### src/rtl/light_level_ctrl.sv
// Rotary-encoder driven lamp level controller: per-channel 8-bit levels, channel select,
// and a valid/ready update port to a PWM bank. Optional acceleration: LIGHT_LEVEL_CTRL_ACCEL_EN.

module light_level_lane (
  input  logic       clk_i,
  input  logic       rst_n_i,
  input  logic       wr_en,
  input  logic [7:0] wr_level,
  output logic [7:0] level
);
  always_ff @(posedge clk_i or negedge rst_n_i) begin
    if (!rst_n_i)   level <= '0;
    else if (wr_en) level <= wr_level;
  end
endmodule

module light_level_ctrl #(
  parameter int CLOCK_FREQ_MHZ  = 100,
  parameter int CHANNELS        = 4,
  parameter int STEP            = 8,
  parameter int ACCEL_WINDOW_US = 20000
) (
  input  logic                    clk_i,
  input  logic                    rst_n_i,
  input  logic                    left_i,
  input  logic                    right_i,
  input  logic                    btn_i,
  output logic [2:0]              sel_o,
  output logic [CHANNELS*8-1:0]   levels_o,
  output logic                    upd_valid_o,
  output logic [2:0]              upd_ch_o,
  output logic [7:0]              upd_level_o,
  input  logic                    upd_ready_i
);

  typedef enum logic [1:0] {IDLE, APPLY, SEND} state_t;

  localparam logic [8:0]  STEP_1     = 9'(STEP);
  localparam logic [8:0]  STEP_4     = 9'(STEP * 4);
  localparam logic [31:0] ACC_WINDOW = 32'(CLOCK_FREQ_MHZ * ACCEL_WINDOW_US);

  state_t state_q, state_d;

  // Inputs are registered once; all decisions below use the registered pulses.
  logic left_q, right_q, btn_q;
  logic rot_vld, rot_dir;

  logic [2:0] sel_q, sel_nxt;
  logic       job_dir_q, job_x4_q;
  logic [2:0] job_ch_q;
  logic       pend_vld_q, pend_dir_q, pend_vld_d, pend_dir_d;
  logic       ev_vld, ev_dir, job_load, accel_hit;
  logic [2:0] upd_ch_q;
  logic [7:0] upd_level_q;

  logic [CHANNELS-1:0][7:0] lvl;
  logic [CHANNELS-1:0]      lane_we;
  logic [7:0] old_lvl, new_lvl;
  logic [8:0] step9, sum9, dif9;
  logic       wr_en;

  assign rot_vld = left_q ^ right_q;
  assign rot_dir = right_q;

  genvar k;
  generate
    for (k = 0; k < CHANNELS; k++) begin : g_lane
      assign lane_we[k] = wr_en && (job_ch_q == 3'(k));
      light_level_lane u_lane (
        .clk_i    (clk_i),
        .rst_n_i  (rst_n_i),
        .wr_en    (lane_we[k]),
        .wr_level (new_lvl),
        .level    (lvl[k])
      );
      assign levels_o[8*k +: 8] = lvl[k];
    end
  endgenerate

  always_comb begin
    old_lvl = '0;
    for (int i = 0; i < CHANNELS; i++)
      if (job_ch_q == 3'(i)) old_lvl = lvl[i];
  end

  // 9-bit arithmetic: bit 8 flags overflow (up) or borrow (down).
  assign step9   = job_x4_q ? STEP_4 : STEP_1;
  assign sum9    = {1'b0, old_lvl} + step9;
  assign dif9    = {1'b0, old_lvl} - step9;
  assign new_lvl = job_dir_q ? (sum9[8] ? 8'hFF : sum9[7:0])
                             : (dif9[8] ? 8'h00 : dif9[7:0]);
  assign wr_en   = (state_q == APPLY) && (new_lvl != old_lvl);

  assign sel_nxt = (sel_q == 3'(CHANNELS - 1)) ? 3'd0 : sel_q + 3'd1;

  always_comb begin
    state_d    = state_q;
    pend_vld_d = pend_vld_q;
    pend_dir_d = pend_dir_q;
    ev_vld     = 1'b0;
    ev_dir     = rot_dir;
    case (state_q)
      IDLE: begin
        if (pend_vld_q) begin
          // Pending job goes first; a fresh pulse takes its slot.
          ev_vld     = 1'b1;
          ev_dir     = pend_dir_q;
          pend_vld_d = rot_vld;
          pend_dir_d = rot_dir;
        end else begin
          ev_vld = rot_vld;
        end
        if (ev_vld) state_d = APPLY;
      end
      APPLY, SEND: begin
        if (rot_vld) begin
          if (pend_vld_q && (pend_dir_q != rot_dir)) begin
            pend_vld_d = 1'b0;
          end else begin
            pend_vld_d = 1'b1;
            pend_dir_d = rot_dir;
          end
        end
        if (state_q == APPLY)  state_d = wr_en ? SEND : IDLE;
        else if (upd_ready_i)  state_d = IDLE;
      end
      default: state_d = IDLE;
    endcase
  end

  assign job_load = (state_q == IDLE) && ev_vld;

  always_ff @(posedge clk_i or negedge rst_n_i) begin
    if (!rst_n_i) begin
      state_q     <= IDLE;
      left_q      <= 1'b0;
      right_q     <= 1'b0;
      btn_q       <= 1'b0;
      sel_q       <= '0;
      job_dir_q   <= 1'b0;
      job_x4_q    <= 1'b0;
      job_ch_q    <= '0;
      pend_vld_q  <= 1'b0;
      pend_dir_q  <= 1'b0;
      upd_ch_q    <= '0;
      upd_level_q <= '0;
    end else begin
      state_q    <= state_d;
      left_q     <= left_i;
      right_q    <= right_i;
      btn_q      <= btn_i;
      pend_vld_q <= pend_vld_d;
      pend_dir_q <= pend_dir_d;
      if (btn_q) sel_q <= sel_nxt;
      // Job captures sel_q before any same-cycle increment lands.
      if (job_load) begin
        job_dir_q <= ev_dir;
        job_ch_q  <= sel_q;
        job_x4_q  <= accel_hit;
      end
      if (wr_en) begin
        upd_ch_q    <= job_ch_q;
        upd_level_q <= new_lvl;
      end
    end
  end

`ifdef LIGHT_LEVEL_CTRL_ACCEL_EN
  logic [31:0] acc_cnt_q;
  logic        acc_prev_vld_q, acc_prev_dir_q;

  assign accel_hit = acc_prev_vld_q && (acc_prev_dir_q == ev_dir) && (acc_cnt_q < ACC_WINDOW);

  always_ff @(posedge clk_i or negedge rst_n_i) begin
    if (!rst_n_i) begin
      acc_cnt_q      <= '0;
      acc_prev_vld_q <= 1'b0;
      acc_prev_dir_q <= 1'b0;
    end else if (job_load) begin
      acc_cnt_q      <= '0;
      acc_prev_vld_q <= 1'b1;
      acc_prev_dir_q <= ev_dir;
    end else if (acc_cnt_q != '1) begin
      acc_cnt_q <= acc_cnt_q + 32'd1;
    end
  end
`else
  logic unused_accel_cfg;
  assign accel_hit        = 1'b0;
  assign unused_accel_cfg = ^ACC_WINDOW;
`endif

  assign sel_o       = sel_q;
  assign upd_valid_o = (state_q == SEND);
  assign upd_ch_o    = upd_ch_q;
  assign upd_level_o = upd_level_q;

endmodule

### config.mk
export PLATFORM = sky130hd
export DESIGN_NAME = light_level_ctrl
export DESIGN_NICKNAME = d
export VERILOG_FILES = /design/src/rtl/light_level_ctrl.sv
export SDC_FILE = /design/constraint.sdc
export NUM_CORES = 1
export LEC_CHECK = 0
export CAP_MARGIN = 0
export CORE_ASPECT_RATIO = 1.75
export CORE_MARGIN = 2
export CORE_UTILIZATION = 30
export CTS_BUF_LIST = sky130_fd_sc_hd__clkbuf_4 sky130_fd_sc_hd__clkbuf_8 sky130_fd_sc_hd__clkbuf_16
export CTS_CLUSTER_SIZE = 14
export DETAILED_ROUTE_END_ITERATION = 7
export SLEW_MARGIN = 15
export SYNTH_ARGS = -nofsm -noshare
export SYNTH_HDL_FRONTEND = slang
export SYNTH_HIERARCHICAL = 1
export SYNTH_SLANG_ARGS = --single-unit
### constraint.sdc
create_clock -name clk_i -period 3.4 [get_ports clk_i]
set_input_delay 0.68 -clock clk_i [delete_from_list [all_inputs] [get_ports clk_i]]
set_output_delay 0.68 -clock clk_i [all_outputs]
set_load 0.03 [all_outputs]
==> results_dict.tcl <==
set metrics [dict create \
    yosysMostFrequentCell "dfrtp_1" \
    fin_util 0.405 \
    track_usage 0.151 \
    first_global_vias 2398 \
    path_clk_slew_ns 0.05 \
    critPathMaxFanout 18 \
    setup_tns_ns 0 \
    cts_buffers 9 \
    grt_first_pass_wirelength_mm 12.8 \
    dieArea_um2 11400 \
    yosys.area.top_type "dfrtp_1" \
    setup_viol 0 \
    rsz0062_at_grt "false" \
    wl_per_cell_um 17.5 \
    critPathKind "flip-flop to flip-flop" \
    routed_wl_mm 7.83 \
    grt_overflow 0 \
    routed_via_density 4.94 \
    drtIter0Drc 85 \
    hold_buffers 0 \
    n_antenna_cell 0 \
    dp_hpwl_mm 6.01 \
    pin_count 53 \
    grt_max_degree 25 \
    yosys_most_used_dff "dfrtp_1" \
    maxCapViolCount 0 \
    start_util 0.308 \
    yosysWarnings 6 \
    synth_seq_cells 57 \
    synth.top_cell.area_share 0.452 \
    cts.sinks 57 \
    status "finished clean" \
    core_um2 10200 \
    vias 2210 \
    die_h_um 140 \
    min_period_ns 3.15 \
    synth.area.top_cells "dfrtp_1, mux2_4, mux2_2" \
    rows 49 \
    post-route-period-util 0.927 \
    drcViolationCount 0 \
    synth_nets 260 \
    mappedNetlistArea_um2 3160 \
    fin_skew_ns 0.00539 \
    layout.nets 327 \
    die_w_um 81.5 \
    drv_slew 0 \
    ir_worst_vdd_v 0.000497 \
    synth_top_cells_by_count "dfrtp_1, mux2_4, nand2_1, o21ai_0, nor2_1" \
    placedCellCount 431 \
    numPortBuffers 52 \
    hold_ws_ns 0.329 \
    startpoint_type "flip-flop" \
    cts_setup_buffers 0 \
    synth_edf_count 0 \
    tritoncts "yes" \
    synth_area_per_cell_um2 12.7 \
    hp-class "primary input to asynchronous set/reset pin" \
    syn_to_final_growth_pct 31.4 \
    drive_gt1_frac 0.284 \
    gp_routability_congestion 0.822 \
    cp-end-kind "flip-flop" \
    cp.required_ns 3.62 \
    stdcell_count 447 \
    clk-insertion-delay-late_ns 0.33 \
    cts_root_buf "clkbuf_16" \
    synth_cell_types 48 \
    drt_pre_antenna_iters 4 \
    max_freq_ghz 0.317 \
    antenna_left 0 \
    clk_path_buf_depth 2 \
    antenna_found_initial 0 \
    htreeDepth 3 \
    cts.repair.resized 0 \
    netlist_instances 248 \
    worst_pin_slew_ns 0.783 \
    cp.arrival_ns 3.37 \
    hold_viol_final 0 \
    seq_area_frac_synth 0.452 \
    p_leak_uw 0.00184 \
    postSynth.asyncResetShare 1.00 \
    pwr_density_cell_nw_per_um2 1100 \
    slew_headroom 0.478 \
]
[per-stage QoR]
stage / power, uW / area [um^2] / setup WS, ns
after global placement: 3580 / 3840 / 0.306
after global routing: 4820 / 4150 / 0.0439
after CTS: 4600 / 4150 / 0.210
after detailed placement: 3630 / 3840 / 0.235
after floorplan: 2840 / 3160 / 0.861
final: 4550 / 4150 / 0.250
[critical path, stage by stage, from the launching register on]
cell      delay (ns)
dfrtp_1         0.85
mux4_1          0.66
nand2_1         0.19
nor4_4          0.08
nand2_1         0.12
o311ai_4        0.14
nor3_1          0.44
buf_4           0.24
mux2_4          0.30
[layer usage]
layer	share of wire	vias up	GRT usage
met4	0.017	0	0.0535
met3	0.029	12	0.0376
met5	0	-	0
met2	0.57	34	0.272
li1	-	1041	-
met1	0.38	1123	0.166
[sequential cells by signal, indices dropped and copies added, names as in the netlist]
| signal | flops |
|---|---|
| job_ch_q | 3 |
| btn_q | 1 |
| state_q | 2 |
| upd_ch_o | 3 |
| g_lane.u_lane/level | 32 |
| pend_vld_q | 1 |
| left_q | 1 |
| pend_dir_q | 1 |
| right_q | 1 |
| upd_level_o | 8 |
| job_dir_q | 1 |
| sel_o | 3 |
[logic make-up after synthesis]
logic type | Yosys count | synth area share
muxes | 59 | 0.281
DFF | 57 | 0.452
and+or+nand+nor | 55 | 0.0872
AOI/OAI and AO/OA | 46 | 0.101
buffers and inverters | 23 | 0.0499
adders and majority gates | 6 | 0.0238
xor gates and xnor gates | 2 | 0.00555
[worst paths after layout]
| check | depth (start not counted) | end | slack (ns) | from |
|---|---|---|---|---|
| max | 8 | g_lane[3].u_lane/level[1] | 0.25 | job_ch_q[0] |
| min | 1 | g_lane[1].u_lane/level[6] | 0.33 | rst_n_i |
| max reg2reg | 8 | g_lane[3].u_lane/level[1] | 0.25 | job_ch_q[0] |
| min reg2reg | 1 | upd_level_o[1] | 0.51 | upd_level_o[1] |
| max in group asynchronous | 2 | g_lane[0].u_lane/level[7] | 2.42 | rst_n_i |
| min in group clk_i | 1 | upd_level_o[1] | 0.51 | upd_level_o[1] |
[placed cells by master (no fill, tap or decap), types with 3 or more instances in the layout]
| master | Yosys | layout |
|---|---|---|
| clkdlybuf4s50_1 | 0 | 51 |
| mux2_4 | 37 | 37 |
| ha_1 | 6 | 6 |
| nand2b_1 | 4 | 4 |
| buf_4 | 1 | 17 |
| o21ai_0 | 15 | 15 |
| nand2_1 | 15 | 15 |
| inv_1 | 10 | 10 |
| mux2_2 | 10 | 10 |
| clkinv_2 | 0 | 5 |
| mux4_2 | 4 | 4 |
| nor3_1 | 6 | 6 |
| nand3_1 | 8 | 8 |
| o22ai_1 | 4 | 4 |
| nor2_1 | 13 | 13 |
| a21oi_1 | 7 | 7 |
| mux4_1 | 3 | 3 |
| mux2i_1 | 5 | 5 |
| clkbuf_16 | 0 | 9 |
| dfrtp_1 | 57 | 57 |
[layout make-up]
class	instances	area, um^2
fill	983	6090
tap	127	159
clock inverter	7	85.1
sequential	57	1430
timing repair buffer	69	643
multi-input combinational	168	1570
inverter	10	37.5
clock buffer	9	225
[power by group]
part / total, uW / switching (uW) / internal (uW)
registers: 1150 / 257 / 890
clock network: 939 / 307 / 633
logic: 2460 / 1300 / 1160
(Power assumes the default switching activity.)
